`src/rtl/tdm_demux_1to4_pkg.sv`:
```
// ----------------------------------------------------------------------------
// tdm_demux_1to4_pkg
// Shared definitions for the 1-to-4 TDM demultiplexer:
//   state_e   - framing FSM encoding (HUNT, RUN)
//   CH_A..D   - channel indices carried on sel (0..3)
//   ERRCNT_W  - width of the optional framing-error counter
// ----------------------------------------------------------------------------
package tdm_demux_1to4_pkg;

    typedef enum logic {
        HUNT = 1'b0,   // waiting for a sync-flagged channel-A sample
        RUN  = 1'b1    // frame alignment acquired
    } state_e;

    localparam logic [1:0] CH_A = 2'd0;
    localparam logic [1:0] CH_B = 2'd1;
    localparam logic [1:0] CH_C = 2'd2;
    localparam logic [1:0] CH_D = 2'd3;

    localparam int ERRCNT_W = 8;

endpackage : tdm_demux_1to4_pkg

```
`src/rtl/tdm_demux_1to4_chan_counter.sv`:
```
// ----------------------------------------------------------------------------
// chan_counter
// 2-bit wrapping channel counter. load_one forces the count to channel B
// (the sample just accepted was channel A); otherwise inc advances it,
// wrapping from D back to A.
// Ports:
//   clk, rst_n  - clock, asynchronous active-low reset (count -> CH_A)
//   load_one    - synchronous load of 1, has priority over inc
//   inc         - increment enable
//   cnt         - current channel index
// ----------------------------------------------------------------------------
module chan_counter
    import tdm_demux_1to4_pkg::*;
(
    input  logic       clk,
    input  logic       rst_n,
    input  logic       load_one,
    input  logic       inc,
    output logic [1:0] cnt
);

    // NOTE: sequential state uses non-blocking assignments so every register
    // samples the pre-edge values of the others, independent of block order.
    always_ff @(posedge clk or negedge rst_n) begin
        if (!rst_n) begin
            cnt <= CH_A;
        end else if (load_one) begin
            cnt <= CH_B;
        end else if (inc) begin
            cnt <= cnt + 2'd1;   // natural 2-bit wrap D -> A
        end
    end

endmodule : chan_counter

```
`src/rtl/tdm_demux_1to4.sv`:
```
// ----------------------------------------------------------------------------
// tdm_demux_1to4
// Splits a serial time-division stream (channel order A,B,C,D) into four
// registered parallel outputs. A sync flag on a valid sample marks channel A.
// Samples A..C are held in shadow registers; the channel-D sample commits the
// whole frame to dout_a..dout_d in one edge, so the outputs always show one
// complete, coherent frame.
//
// Optional feature macro: TDM_DEMUX_ERRCNT_EN adds a saturating framing-error
// counter on port err_count.
//
// Ports:
//   clk, rst_n        - clock, asynchronous active-low reset
//   din, din_valid    - sample stream and its qualifier
//   sync              - channel-A marker (only meaningful with din_valid)
//   dout_a..dout_d    - last complete frame
//   frame_valid       - one-cycle pulse when dout_* update
//   sel               - channel index the next accepted sample goes to
//   locked            - high while frame alignment is held (RUN)
//   frame_err         - one-cycle pulse when sync arrives mid-frame
//   err_count         - framing-error count (TDM_DEMUX_ERRCNT_EN only)
// ----------------------------------------------------------------------------
module tdm_demux_1to4
    import tdm_demux_1to4_pkg::*;
#(
    parameter int W = 1
) (
    input  logic                clk,
    input  logic                rst_n,
    input  logic [W-1:0]        din,
    input  logic                din_valid,
    input  logic                sync,
    output logic [W-1:0]        dout_a,
    output logic [W-1:0]        dout_b,
    output logic [W-1:0]        dout_c,
    output logic [W-1:0]        dout_d,
    output logic                frame_valid,
    output logic [1:0]          sel,
    output logic                locked,
    output logic                frame_err
`ifdef TDM_DEMUX_ERRCNT_EN
    ,
    output logic [ERRCNT_W-1:0] err_count
`endif
);

    state_e       state, state_next;
    logic         load_one, inc;
    logic         wr_a, wr_b, wr_c;
    logic         frame_done, err_hit;
    logic [W-1:0] shadow_a, shadow_b, shadow_c;

    chan_counter u_chan_counter (
        .clk      (clk),
        .rst_n    (rst_n),
        .load_one (load_one),
        .inc      (inc),
        .cnt      (sel)
    );

    always_ff @(posedge clk or negedge rst_n) begin
        if (!rst_n) begin
            state <= HUNT;
        end else begin
            state <= state_next;
        end
    end

    // Next-state and per-sample control. Nothing happens without din_valid.
    // NOTE: every signal driven here gets a default first; a path that left
    // one unassigned would infer a latch.
    always_comb begin
        state_next = state;
        load_one   = 1'b0;
        inc        = 1'b0;
        wr_a       = 1'b0;
        wr_b       = 1'b0;
        wr_c       = 1'b0;
        frame_done = 1'b0;
        err_hit    = 1'b0;

        if (din_valid) begin
            if (state == HUNT) begin
                if (sync) begin
                    wr_a       = 1'b1;
                    load_one   = 1'b1;
                    state_next = RUN;
                end
            end else if (sync && (sel != CH_A)) begin
                // Sync mid-frame: drop the partial frame and restart it
                // with this sample as channel A.
                err_hit  = 1'b1;
                wr_a     = 1'b1;
                load_one = 1'b1;
            end else begin
                // At CH_A the sample is taken as channel A whatever sync says.
                inc = 1'b1;
                unique case (sel)
                    CH_A: wr_a       = 1'b1;
                    CH_B: wr_b       = 1'b1;
                    CH_C: wr_c       = 1'b1;
                    CH_D: frame_done = 1'b1;
                endcase
            end
        end
    end

    // NOTE: the shadow and output registers are reset along with the control
    // state so a frame started before reset can never leak onto dout_*.
    always_ff @(posedge clk or negedge rst_n) begin
        if (!rst_n) begin
            shadow_a    <= '0;
            shadow_b    <= '0;
            shadow_c    <= '0;
            dout_a      <= '0;
            dout_b      <= '0;
            dout_c      <= '0;
            dout_d      <= '0;
            frame_valid <= 1'b0;
            frame_err   <= 1'b0;
        end else begin
            frame_valid <= frame_done;
            frame_err   <= err_hit;
            if (wr_a) shadow_a <= din;
            if (wr_b) shadow_b <= din;
            if (wr_c) shadow_c <= din;
            if (frame_done) begin
                dout_a <= shadow_a;
                dout_b <= shadow_b;
                dout_c <= shadow_c;
                dout_d <= din;   // channel D goes straight to the output
            end
        end
    end

    assign locked = (state == RUN);

`ifdef TDM_DEMUX_ERRCNT_EN
    always_ff @(posedge clk or negedge rst_n) begin
        if (!rst_n) begin
            err_count <= '0;
        end else if (err_hit && (err_count != '1)) begin
            err_count <= err_count + ERRCNT_W'(1);   // saturates at all-ones
        end
    end
`endif

endmodule : tdm_demux_1to4

```
`config.mk`:
```
export PLATFORM = sky130hd
export DESIGN_NAME = tdm_demux_1to4
export DESIGN_NICKNAME = d
export VERILOG_FILES = /design/src/rtl/tdm_demux_1to4_pkg.sv /design/src/rtl/tdm_demux_1to4_chan_counter.sv /design/src/rtl/tdm_demux_1to4.sv
export SDC_FILE = /design/constraint.sdc
export NUM_CORES = 1
export LEC_CHECK = 0
export BUFFER_PORTS_ARGS = -buffer_cell sky130_fd_sc_hd__buf_4
export CAP_MARGIN = 0
export CORE_AREA = 4 4 41 43
export CTS_CLUSTER_DIAMETER = 100
export CTS_CLUSTER_SIZE = 24
export DETAILED_ROUTE_END_ITERATION = 6
export DIE_AREA = 0 0 45 47
export GPL_TIMING_DRIVEN = 0
export SLEW_MARGIN = 20
export SYNTH_ARGS = -nofsm -noshare
export SYNTH_HDL_FRONTEND = slang
export SYNTH_SLANG_ARGS = --single-unit
```
`constraint.sdc`:
```
create_clock -name clk -period 3.95 [get_ports clk]
set_input_delay 0.5925 -clock clk [delete_from_list [all_inputs] [get_ports clk]]
set_output_delay 0.5925 -clock clk [all_outputs]
set_load 0.005 [all_outputs]
```
Word level (Yosys, flattened, before mapping) --
Cells that the tools add are included.
Operators by class: reduce and logical (&&, ||, !) cells 4, equality and inequality tests 3, $add $sub $neg 1, multiplexer cells 28
Operators with widths (number):
- 1-bit two-way mux | 26
- 2-bit == test (second input constant) | 2
- 2-bit two-way mux | 2
- 2-bit nonzero test | 2
- 2-bit by 1-bit adder with 2-bit output (second input constant) | 1
- 2-bit by 1-bit == test with 1-bit output (second input constant) | 1
- 2-bit zero test | 1
- 1-bit logical AND | 1
Word-level totals: output and inout port bits 9, bits in registers 12, word-level logic and storage cells 47

Logic depth before layout (Yosys ltp) --
Gate-level depths: netlist (run 1).
depth after elaboration 7, mapped depth 5

Modules after synthesis --
A second synthesis (run 1) with hierarchy kept.
Unflattened totals: cells, all modules 40, area total of the unflattened synthesis 531.8 um^2
Modules (own cells, without submodules):
- tdm_demux_1to4 | cells an instance 32, times used 1, area each 431.7 um^2, seq. area each 250.2 um^2
- chan_counter | cells an instance 8, times used 1, area each 100.1 um^2, seq. area each 50.0 um^2

Least setup slack after synthesis (run 1) --
OpenSTA, ideal clock, no wires.
path kind reg2reg, start register u_chan_counter.cnt[0], end register dout_a, slack 2.479 ns, required time 3.825 ns, data arrival time 1.346 ns, period minus slack after synthesis 1.471 ns, stages on the path, launching flop included 6, path buffers 0, setup time 0.125 ns, cell sequence dfrtp_1 -> inv_1 -> ha_1 -> nand2b_2 -> nand4_2 -> mux2_2
On the way: longest elaborated chain between the ends 5, elaborated cells between the ends (all ways) 7
RTL lines:
- start: declaration | RTL line tdm_demux_1to4_chan_counter.sv:19 | output logic [1:0] cnt
- start signal: assignment | RTL line tdm_demux_1to4_chan_counter.sv:30 | cnt <= cnt + 2'd1;
- 2-bit == test or 2-bit nonzero test (tied branches) | RTL line tdm_demux_1to4.sv:98, tdm_demux_1to4.sv:89
- 1-bit two-way mux or 1-bit logical AND (tied branches) | RTL line tdm_demux_1to4.sv:98, tdm_demux_1to4.sv:89
- 1-bit two-way mux (*) | RTL line tdm_demux_1to4.sv:89 | end else if (sync && (sel != CH_A)) begin
- 1-bit two-way mux (*) | RTL line tdm_demux_1to4.sv:83 | if (state == HUNT) begin
- 1-bit two-way mux (*) | RTL line tdm_demux_1to4.sv:82 | if (din_valid) begin
- end signal: assignment | RTL line tdm_demux_1to4.sv:128 | dout_a <= shadow_a;
- end: declaration | RTL line tdm_demux_1to4.sv:33 | output logic [W-1:0] dout_a,
Mark *: on every way between the ends. The rest lies on a longest branch, timed or not. A chain may end at the register's enable or synchronous reset.

Worst setup path after layout (run 1) --
start register u_chan_counter.cnt[0], end register dout_b
On the way: longest elaborated chain between the ends 5, elaborated cells between the ends (all ways) 7
RTL lines:
- 2-bit == test or 2-bit nonzero test (tied branches) | RTL line tdm_demux_1to4.sv:98, tdm_demux_1to4.sv:89
- 1-bit two-way mux or 1-bit logical AND (tied branches) | RTL line tdm_demux_1to4.sv:98, tdm_demux_1to4.sv:89
- 1-bit two-way mux (*) | RTL line tdm_demux_1to4.sv:89
- 1-bit two-way mux (*) | RTL line tdm_demux_1to4.sv:83
- 1-bit two-way mux (*) | RTL line tdm_demux_1to4.sv:82
- end signal: assignment | RTL line tdm_demux_1to4.sv:129 | dout_b <= shadow_b;
- end: declaration | RTL line tdm_demux_1to4.sv:34 | output logic [W-1:0] dout_b,
Marks and branches as above.

==> results.yml, run 1 <==
global_route:
  grt_antenna_before_repair: 0
  grt_max_degree: 13
  grt_pass1_vias: 362
  grt_pass1_wl_um: 1524
  grt-ovfl-total: 0
  grt_use_total_pct: 10.37
critical_path:
  endpoint_kind: "flop"
  critPathMaxFanout: 5
  crit_type: "flop to flop"
  worstSetupStartpoint: "u_chan_counter.cnt[0]"
  rr_worst_depth: 5
  r2r-end: "dout_b"
  setup.worst_path.start_class: "flop"
  required_ns: 4.11
  reg2reg_slack_ns: 2.37
  r2r-start: "u_chan_counter.cnt[0]"
  arrival_ns: 1.74
min_path:
  hold_class: "input pin to async pin"
route:
  via_per_inst: 4.817
  ant_nets: 0
  drc: 0
  wl_um: 945
  vias: 342
  routedWlPerCell_um: 13.31
  firstDrtPassIters: 2
  drt_iter0_markers: 1
clock_tree:
  cts_made_buffers: 3
  clkSlewWorstSetupHoldPaths_ns: 0.07
  clkLatencyLatePin_ns: 0.27
  cts_resized: 0
  cts.sinks: 12
  holdBufCountCts: 0
  cts_max_level: 1
  clock_tree.buffer_depth: 2
  clockRootBuffer: "clkbuf_4"
  cts_tree: "built"
  postCtsSetupBuffers: 0
run:
  max_cap_viol_count: 0
placement:
  dp.cells: 67
  place_congestion: 0.8783
  dpl.hpwl_um: 753.3
  place_ws_ns: 2.380
  portBuffers: 13
outcome:
  outcome: "finished clean"
cells_and_area:
  drive_gt1_share_pct: 44.64
  antenna_cells: 0
  syn2layout_area_growth_pct: 28.77
  nets: 66
  final_cells: 71
  fill_cells: 118
die:
  ios: 14
  fp.dieArea_um2: 2115
  rows: 13
  core-area_um2: 1301
  initial_core_util_pct: 40.77
  die_x_um: 45
  die_y_um: 47
timing:
  fin_crit_ns: 1.579
  hold_ws_ns: 0.1395
  rsz0062_at_grt: "no"
  max_freq_ghz: 0.6332
  hold_viol: 0
  worst_pin_slew_ns: 0.2573
  slew_headroom_pct: 82.85
  fin_setup_tns_ns: 0
  slew_violations: 0
  finalClockSkew_ns: 0.004501
  setup_viol_count_final: 0
  finalWorstSetupSlack_ns: 2.371
  timing.final.crit_share_pct: 39.98
logic_synthesis:
  yosysWarnings: 0
  seq_area_frac_synth_pct: 56.60
  avgSynthCellArea_um2: 13.60
  yosysUniqueCellTypes: 15
  ys_ff_latch: 12
  syn_area_um2: 530.5
  syn_nets: 48
  netlist_instances: 39
power:
  p_total_uw: 408.3
  p_leak_uw: 0.0003478
  ir_drop_uv: 361.7
  power_per_cell_area_nw_per_um2: 597.6
[cell families (layout without fill, tap and decap cells)]
kind of cell               Yosys count  in the layout  synth area share (%)
AOI/OAI and AO/OA                    4              4                 5.423
and+or+nand+nor                      8              8                 9.670
buffers and inverters                3             20                 2.122
muxes                                8              8                 16.74
DFF                                 12             12                 56.60
adders and majority gates            4              4                 9.434
[flip-flops by register name, indices dropped and copies added, names as in the netlist]
name and flops:
shadow_a 1, dout_d 1, dout_a 1, frame_err 1, dout_b 1, locked 1
shadow_c 1, dout_c 1, frame_valid 1, shadow_b 1, u_chan_counter.cnt 2
[cells in the final DEF (no fill, tap or decap), drive strengths merged]
master / count
a21o: 2
a22o: 1
buf: 13
clkbuf: 4
dfrtp: 12
ha: 4
inv: 3
mux2: 7
mux2i: 1
nand2: 2
nand2b: 1
nand4: 3
nor2: 1
nor2b: 1
o21ai: 1
[routing by layer]
layer	wire [um]	GRT usage (%)	part of all wire [%]	up-vias
met3	70	2.299	7.4	2
li1	-	-	-	171
met4	21	7.018	2.2	0
met5	0	0	0	-
met1	411	12.44	43	159
met2	441	16.67	47	10
[through the flow]
step / cell area, um2 / util [%]
CTS: 683.2 / 52.50
floorplan: 530.5 / -
detailed placement: 646.9 / 49.71
global route: 683.2 / 52.50
global placement: 646.9 / 49.71
finish: 683.2 / 52.50
[worst max-delay path by stage]
stage,slack (ns),depth (start not counted),endpoint
2_1_floorplan,2.48,5,dout_a
3_3_place_gp,2.43,5,dout_a
3_5_place_dp,2.38,5,dout_c
4_1_cts,2.35,5,dout_b
5_1_grt,2.30,5,dout_c
6_report,2.37,5,dout_b
[report_power, final]
part | internal, uW | switching (uW) | total (uW)
combinational | 77.5 | 46.8 | 124
clock | 56.1 | 39.5 | 95.6
sequential | 163 | 24.9 | 188
total | 297 | 111 | 408
[worst max-delay path: stages (launching register included)]
cell,delay (ns)
dfrtp_1,0.41
inv_1,0.11
ha_1,0.21
nand2b_2,0.21
nand4_2,0.17
mux2_2,0.35
[final cells by class]
class | count | area [um2] | area share [%]
Timing Repair Buffer | 13 | 97.59 | 14.29
Inverter | 3 | 11.26 | 1.648
Tap cell | 15 | 18.77 | 2.747
Clock buffer | 4 | 36.28 | 5.311
Sequential cell | 12 | 300.3 | 43.96
Multi-Input combinational cell | 24 | 219.0 | 32.05
[synth_stat cells]
cell type,n,area share [%]
a21o_1,2,2.8
a22o_1,1,1.7
dfrtp_1,12,57
ha_1,4,9.4
inv_1,3,2.1
mux2_1,1,2.1
mux2_2,6,13
mux2i_1,1,1.9
nand2_1,2,1.4
nand2b_2,1,1.7
nand4_1,2,2.4
nand4_2,1,2.4
nor2_1,1,0.71
nor2b_1,1,1.2
o21ai_0,1,0.94
Power figures use the tool's default switching activity.
==> inputs of run 2 (changes only) <==
--- a/config.mk
+++ b/config.mk
@@ -13,6 +13,7 @@
 export DETAILED_ROUTE_END_ITERATION = 6
 export DIE_AREA = 0 0 45 47
 export GPL_TIMING_DRIVEN = 0
+export PLACE_DENSITY = 0.66
 export SLEW_MARGIN = 20
 export SYNTH_ARGS = -nofsm -noshare
 export SYNTH_HDL_FRONTEND = slang
==> constraint.sdc (replaced) <==
create_clock -name clk -period 1.27 [get_ports clk]
set_input_delay 0.1905 -clock clk [delete_from_list [all_inputs] [get_ports clk]]
set_output_delay 0.1905 -clock clk [all_outputs]
set_load 0.005 [all_outputs]
==> results.yml, run 2 (synthesis results as in run 1) <==
placement:
  place_congestion: 0.7623
  placedInstanceArea_um2: 676.9
  portBuffers: 13
  dpl.hpwl_um: 729.9
  place_ws_ns: -0.1474
clock_tree:
  cts_made_buffers: 3
  cts.sinks: 12
  cts_tree: "built"
  clkSlewWorstSetupHoldPaths_ns: 0.07
  clkLatencyLatePin_ns: 0.26
  clockRootBuffer: "clkbuf_4"
  cts_max_level: 1
  clock_tree.buffer_depth: 2
critical_path:
  arrival_ns: 1.49
  setup.worst_path.start_class: "flop"
  rr_worst_depth: 5
  cp-endpoint: "shadow_c"
  r2r-end: "shadow_c"
  endpoint_kind: "flop"
  critPathMaxFanout: 5
  reg2reg_slack_ns: -0.07
  worstSetupStartpoint: "u_chan_counter.cnt[1]"
  crit_type: "flop to flop"
  required_ns: 1.42
  r2r-start: "u_chan_counter.cnt[1]"
timing:
  max_freq_ghz: 0.7459
  timing.final.crit_share_pct: 105.6
  hold_viol: 0
  setup_viol_count_final: 6
  hold_ws_ns: 0.1853
  worst_pin_slew_ns: 0.3009
  fin_crit_ns: 1.341
  slew_headroom_pct: 79.94
  finalClockSkew_ns: 0.002441
  slew_violations: 0
  rsz0062_at_grt: "yes"
  finalWorstSetupSlack_ns: -0.07063
cells_and_area:
  mostFrequentLayoutCells: "buf_4, dfrtp_1, mux2_2, mux2_4, clkbuf_4"
  antenna_cells: 0
  nets: 72
  fin_area_um2: 773.2
  syn2layout_area_growth_pct: 45.75
  fill_cells: 111
  finalCoreUtilization_pct: 59.42
  drive_gt1_share_pct: 58.06
  top_register: "u_chan_counter.cnt"
  final_common_cell: "buf_4"
  largest_register_ffs: 2
power:
  p_leak_uw: 0.0003901
  ir_drop_uv: 879.2
  p_total_uw: 1414
  power_per_cell_area_nw_per_um2: 1828
route:
  drt_iter0_markers: 3
  firstDrtPassIters: 4
  drc: 0
  via_per_inst: 5.000
  routedWlPerCell_um: 14.65
  ant_nets: 0
  vias: 385
  wl_um: 1128
global_route:
  grt_use_total_pct: 13.01
  grt_max_degree: 13
  grt_pass1_wl_um: 1959
  grt-ovfl-total: 0
  grt_pass1_vias: 432
  grt_antenna_before_repair: 0
die:
  rows: 13
  die_x_um: 45
  initial_core_util_pct: 40.77
  core-area_um2: 1301
  ios: 14
  fp.dieArea_um2: 2115
  die_y_um: 47
outcome:
  outcome: "finished, violations left"
  violations: "setup timing"
min_path:
  hold_class: "input pin to flop"
run:
  max_cap_viol_count: 0
## run 2: cell types whose count changed in the layout (fill, tap and decap cells not counted), sizes merged
cell         before  now
buf              13   18
dlygate4sd3       0    1
## run 2: layout make-up
class	instances	area [um2]	share of cell area (%)
sequential	12	300.3	38.83
multi-input combinational	24	261.5	33.82
timing repair buffer	19	145.1	18.77
clock buffer	4	36.28	4.693
tap	15	18.77	2.427
inverter	3	11.26	1.456
## run 2: worst min-delay path by stage
| stage | startpoint | to | cells past startpoint |
|---|---|---|---|
| after global placement | rst_n | dout_b | 1 |
| final | sync | locked | 2 |
| after global routing | din | shadow_b | 2 |
| after CTS | din | shadow_a | 2 |
| after floorplan | rst_n | dout_a | 0 |
| after detailed placement | rst_n | shadow_b | 1 |
## run 2: report_power, final
| part | internal, uW | switching [uW] | leakage (uW) | total (uW) |
|---|---|---|---|---|
| Combinational | 349 | 200 | 0.000225 | 549 |
| Sequential | 508 | 62.7 | 0.000144 | 571 |
| Clock | 174 | 120 | 0.0000210 | 294 |
| Total | 1030 | 383 | 0.000390 | 1410 |
## run 2: critical path: stages (launching register included)
cell and delay, ns:
dfrtp_1 0.40, inv_2 0.09, ha_4 0.13, nand2b_4 0.14, nand4_1 0.13, mux2_4 0.33
## run 2: per-stage QoR
step,setup TNS (ns),cells
after floorplan,-0.3925,39
final,-0.3396,77
after CTS,-0.2344,77
after global routing,-0.7819,77
after global placement,-0.7898,67
after detailed placement,-0.8032,67
## run 2: timing repair
| action | CTS | global route |
|---|---|---|
| endpoints found under the setup margin | 8 | 9 |
| hold endpoints to repair | 12 | 0 |
| gates resized for setup | 1 | 3 |
| buffers inserted | 5 | 0 |
| pin swaps | 2 | 4 |
| hold buffers | 1 | 0 |
## run 2: metal layers
metal	vias to the layer above	global-route usage, %	wire (um)
li1	182	-	-
met1	192	17.66	485
met2	9	20.62	568
met3	2	2.299	69
met4	0	5.263	5
met5	-	0	0
==> inputs of run 3 (changes only) <==
--- a/config.mk
+++ b/config.mk
@@ -14,6 +14,7 @@
 export DIE_AREA = 0 0 45 47
 export GPL_TIMING_DRIVEN = 0
 export PLACE_DENSITY = 0.66
+export REMOVE_ABC_BUFFERS = 1
 export SLEW_MARGIN = 20
 export SYNTH_ARGS = -nofsm -noshare
 export SYNTH_HDL_FRONTEND = slang
==> results.yml, run 3 (synthesis results as in run 1) <==
outcome:
  outcome: "finished, violations left"
  violations: "setup timing"
run:
  max_cap_viol_count: 0
route:
  firstDrtPassIters: 2
  wl_met1_um: 435
  wl_um: 1050
  drc: 0
  drt_iter0_markers: 1
  ant_nets: 0
  wl_met2_um: 531
  vias: 373
  via_per_inst: 4.844
  wl_met3_um: 83
  highest-signal-layer: "met3"
  routedWlPerCell_um: 13.64
die:
  die_y_um: 47
  rows: 13
  ios: 14
  core-area_um2: 1301
  die_x_um: 45
  initial_core_util_pct: 40.77
  fp.dieArea_um2: 2115
global_route:
  grt_use_total_pct: 11.95
  grt-ovfl-total: 0
  grt_antenna_before_repair: 0
  grt_max_degree: 13
  grt_pass1_vias: 389
  grt_pass1_wl_um: 1766
cells_and_area:
  drive_gt1_share_pct: 58.06
  fill_cells: 114
  top_register: "u_chan_counter.cnt"
  syn2layout_area_growth_pct: 45.28
  antenna_cells: 0
  final_common_cell: "buf_4"
  mostFrequentLayoutCells: "buf_4, dfrtp_1, mux2_4, mux2_2, clkbuf_4"
  nets: 73
  largest_register_ffs: 2
power:
  p_total_uw: 1349
  ir_drop_uv: 931.9
  p_leak_uw: 0.0003921
  power_per_cell_area_nw_per_um2: 1750
timing:
  hold_viol: 0
  slew_headroom_pct: 80.66
  finalClockSkew_ns: 0.007200
  worst_pin_slew_ns: 0.2902
  max_freq_ghz: 0.7514
  fin_crit_ns: 1.331
  timing.final.crit_share_pct: 104.8
  rsz0062_at_grt: "yes"
  finalWorstSetupSlack_ns: -0.06093
  setup_viol_count_final: 6
  fin_setup_tns_ns: -0.2585
  slew_violations: 0
clock_tree:
  cts_tree: "built"
  clock_tree.buffer_depth: 2
  clkSlewWorstSetupHoldPaths_ns: 0.07
  clockRootBuffer: "clkbuf_4"
  cts_max_level: 1
  cts_made_buffers: 3
  cts.sinks: 12
  clkLatencyLatePin_ns: 0.27
placement:
  place_congestion: 0.7496
  dpl.hpwl_um: 696.9
  portBuffers: 13
critical_path:
  critPathMaxFanout: 5
  setup.worst_path.start_class: "flop"
  max_stage_delay_ns: 0.39
  cp_slowest_cell: "dfrtp_1"
  endpoint_kind: "flop"
  arrival_ns: 1.48
  worstPathCellList: "inv_2 > ha_4 > nand2b_4 > nand4_4 > mux2_4"
  required_ns: 1.42
  crit_type: "flop to flop"
min_path:
  hold_class: "input pin to flop"
run 3: worst paths after layout:
kind / to / depth (start not counted) / startpoint / slack [ns]
worst max-delay path: dout_d / 5 / u_chan_counter.cnt[0] / -0.06
max in group asynchronous: dout_d / 2 / rst_n / 0.82
worst min-delay path: shadow_c / 2 / din / 0.19
min in group asynchronous: dout_b / 2 / rst_n / 0.30
worst min register to register: shadow_a / 1 / shadow_a / 0.51
worst max register to register: dout_d / 5 / u_chan_counter.cnt[0] / -0.06
run 3: metal layers:
metal	vias up	track usage, %
met5	-	0
li1	183	-
met4	0	1.754
met1	179	14.01
met3	0	6.897
met2	11	19.49
run 3: worst max-delay path: cells and delay by family (launching register included):
kind          cells  cell delay (ns)
fa+ha+maj         1             0.14
buf+inv           1             0.08
flops             1             0.39
simple gates      2             0.28
mux               1             0.33
run 3: area by class of cell:
type	instances	area (um2)	area share (%)
sequential	12	300.3	38.96
multi-input combinational	24	265.3	34.42
timing repair buffer	20	152.6	19.81
clock buffer	3	22.52	2.922
tap	15	18.77	2.435
inverter	3	11.26	1.461
run 3: stage by stage:
| step | area (um2) | util, % | setup WS (ns) | hold WS [ns] | cells |
|---|---|---|---|---|---|
| finish | 770.7 | 59.23 | -0.06093 | 0.1856 | 77 |
| global route | 770.7 | 59.23 | -0.1322 | 0.1742 | 77 |
| CTS | 745.7 | 57.31 | -0.06420 | 0.1747 | 75 |
| detailed placement | 646.9 | 49.71 | -0.3143 | 0.03678 | 67 |
| global placement | 646.9 | 49.71 | -0.2698 | 0.03909 | 67 |
| floorplan | 530.5 | - | -0.2011 | -0.1051 | 39 |
run 3: power by group:
group          switching [uW]  leakage, uW  internal (uW)
sequential               64.3     0.000144            509
clock                     109    0.0000138            109
combinational             197     0.000234            360
run 3: repair_timing:
action                                  in CTS  in global routing
gates resized for setup                      9                  3
setup buffers                                4                  2
hold buffers                                 1                  0
endpoints found under the hold margin       12                  0
endpoints found under the setup margin      10                  8
pin swaps                                    3                  4
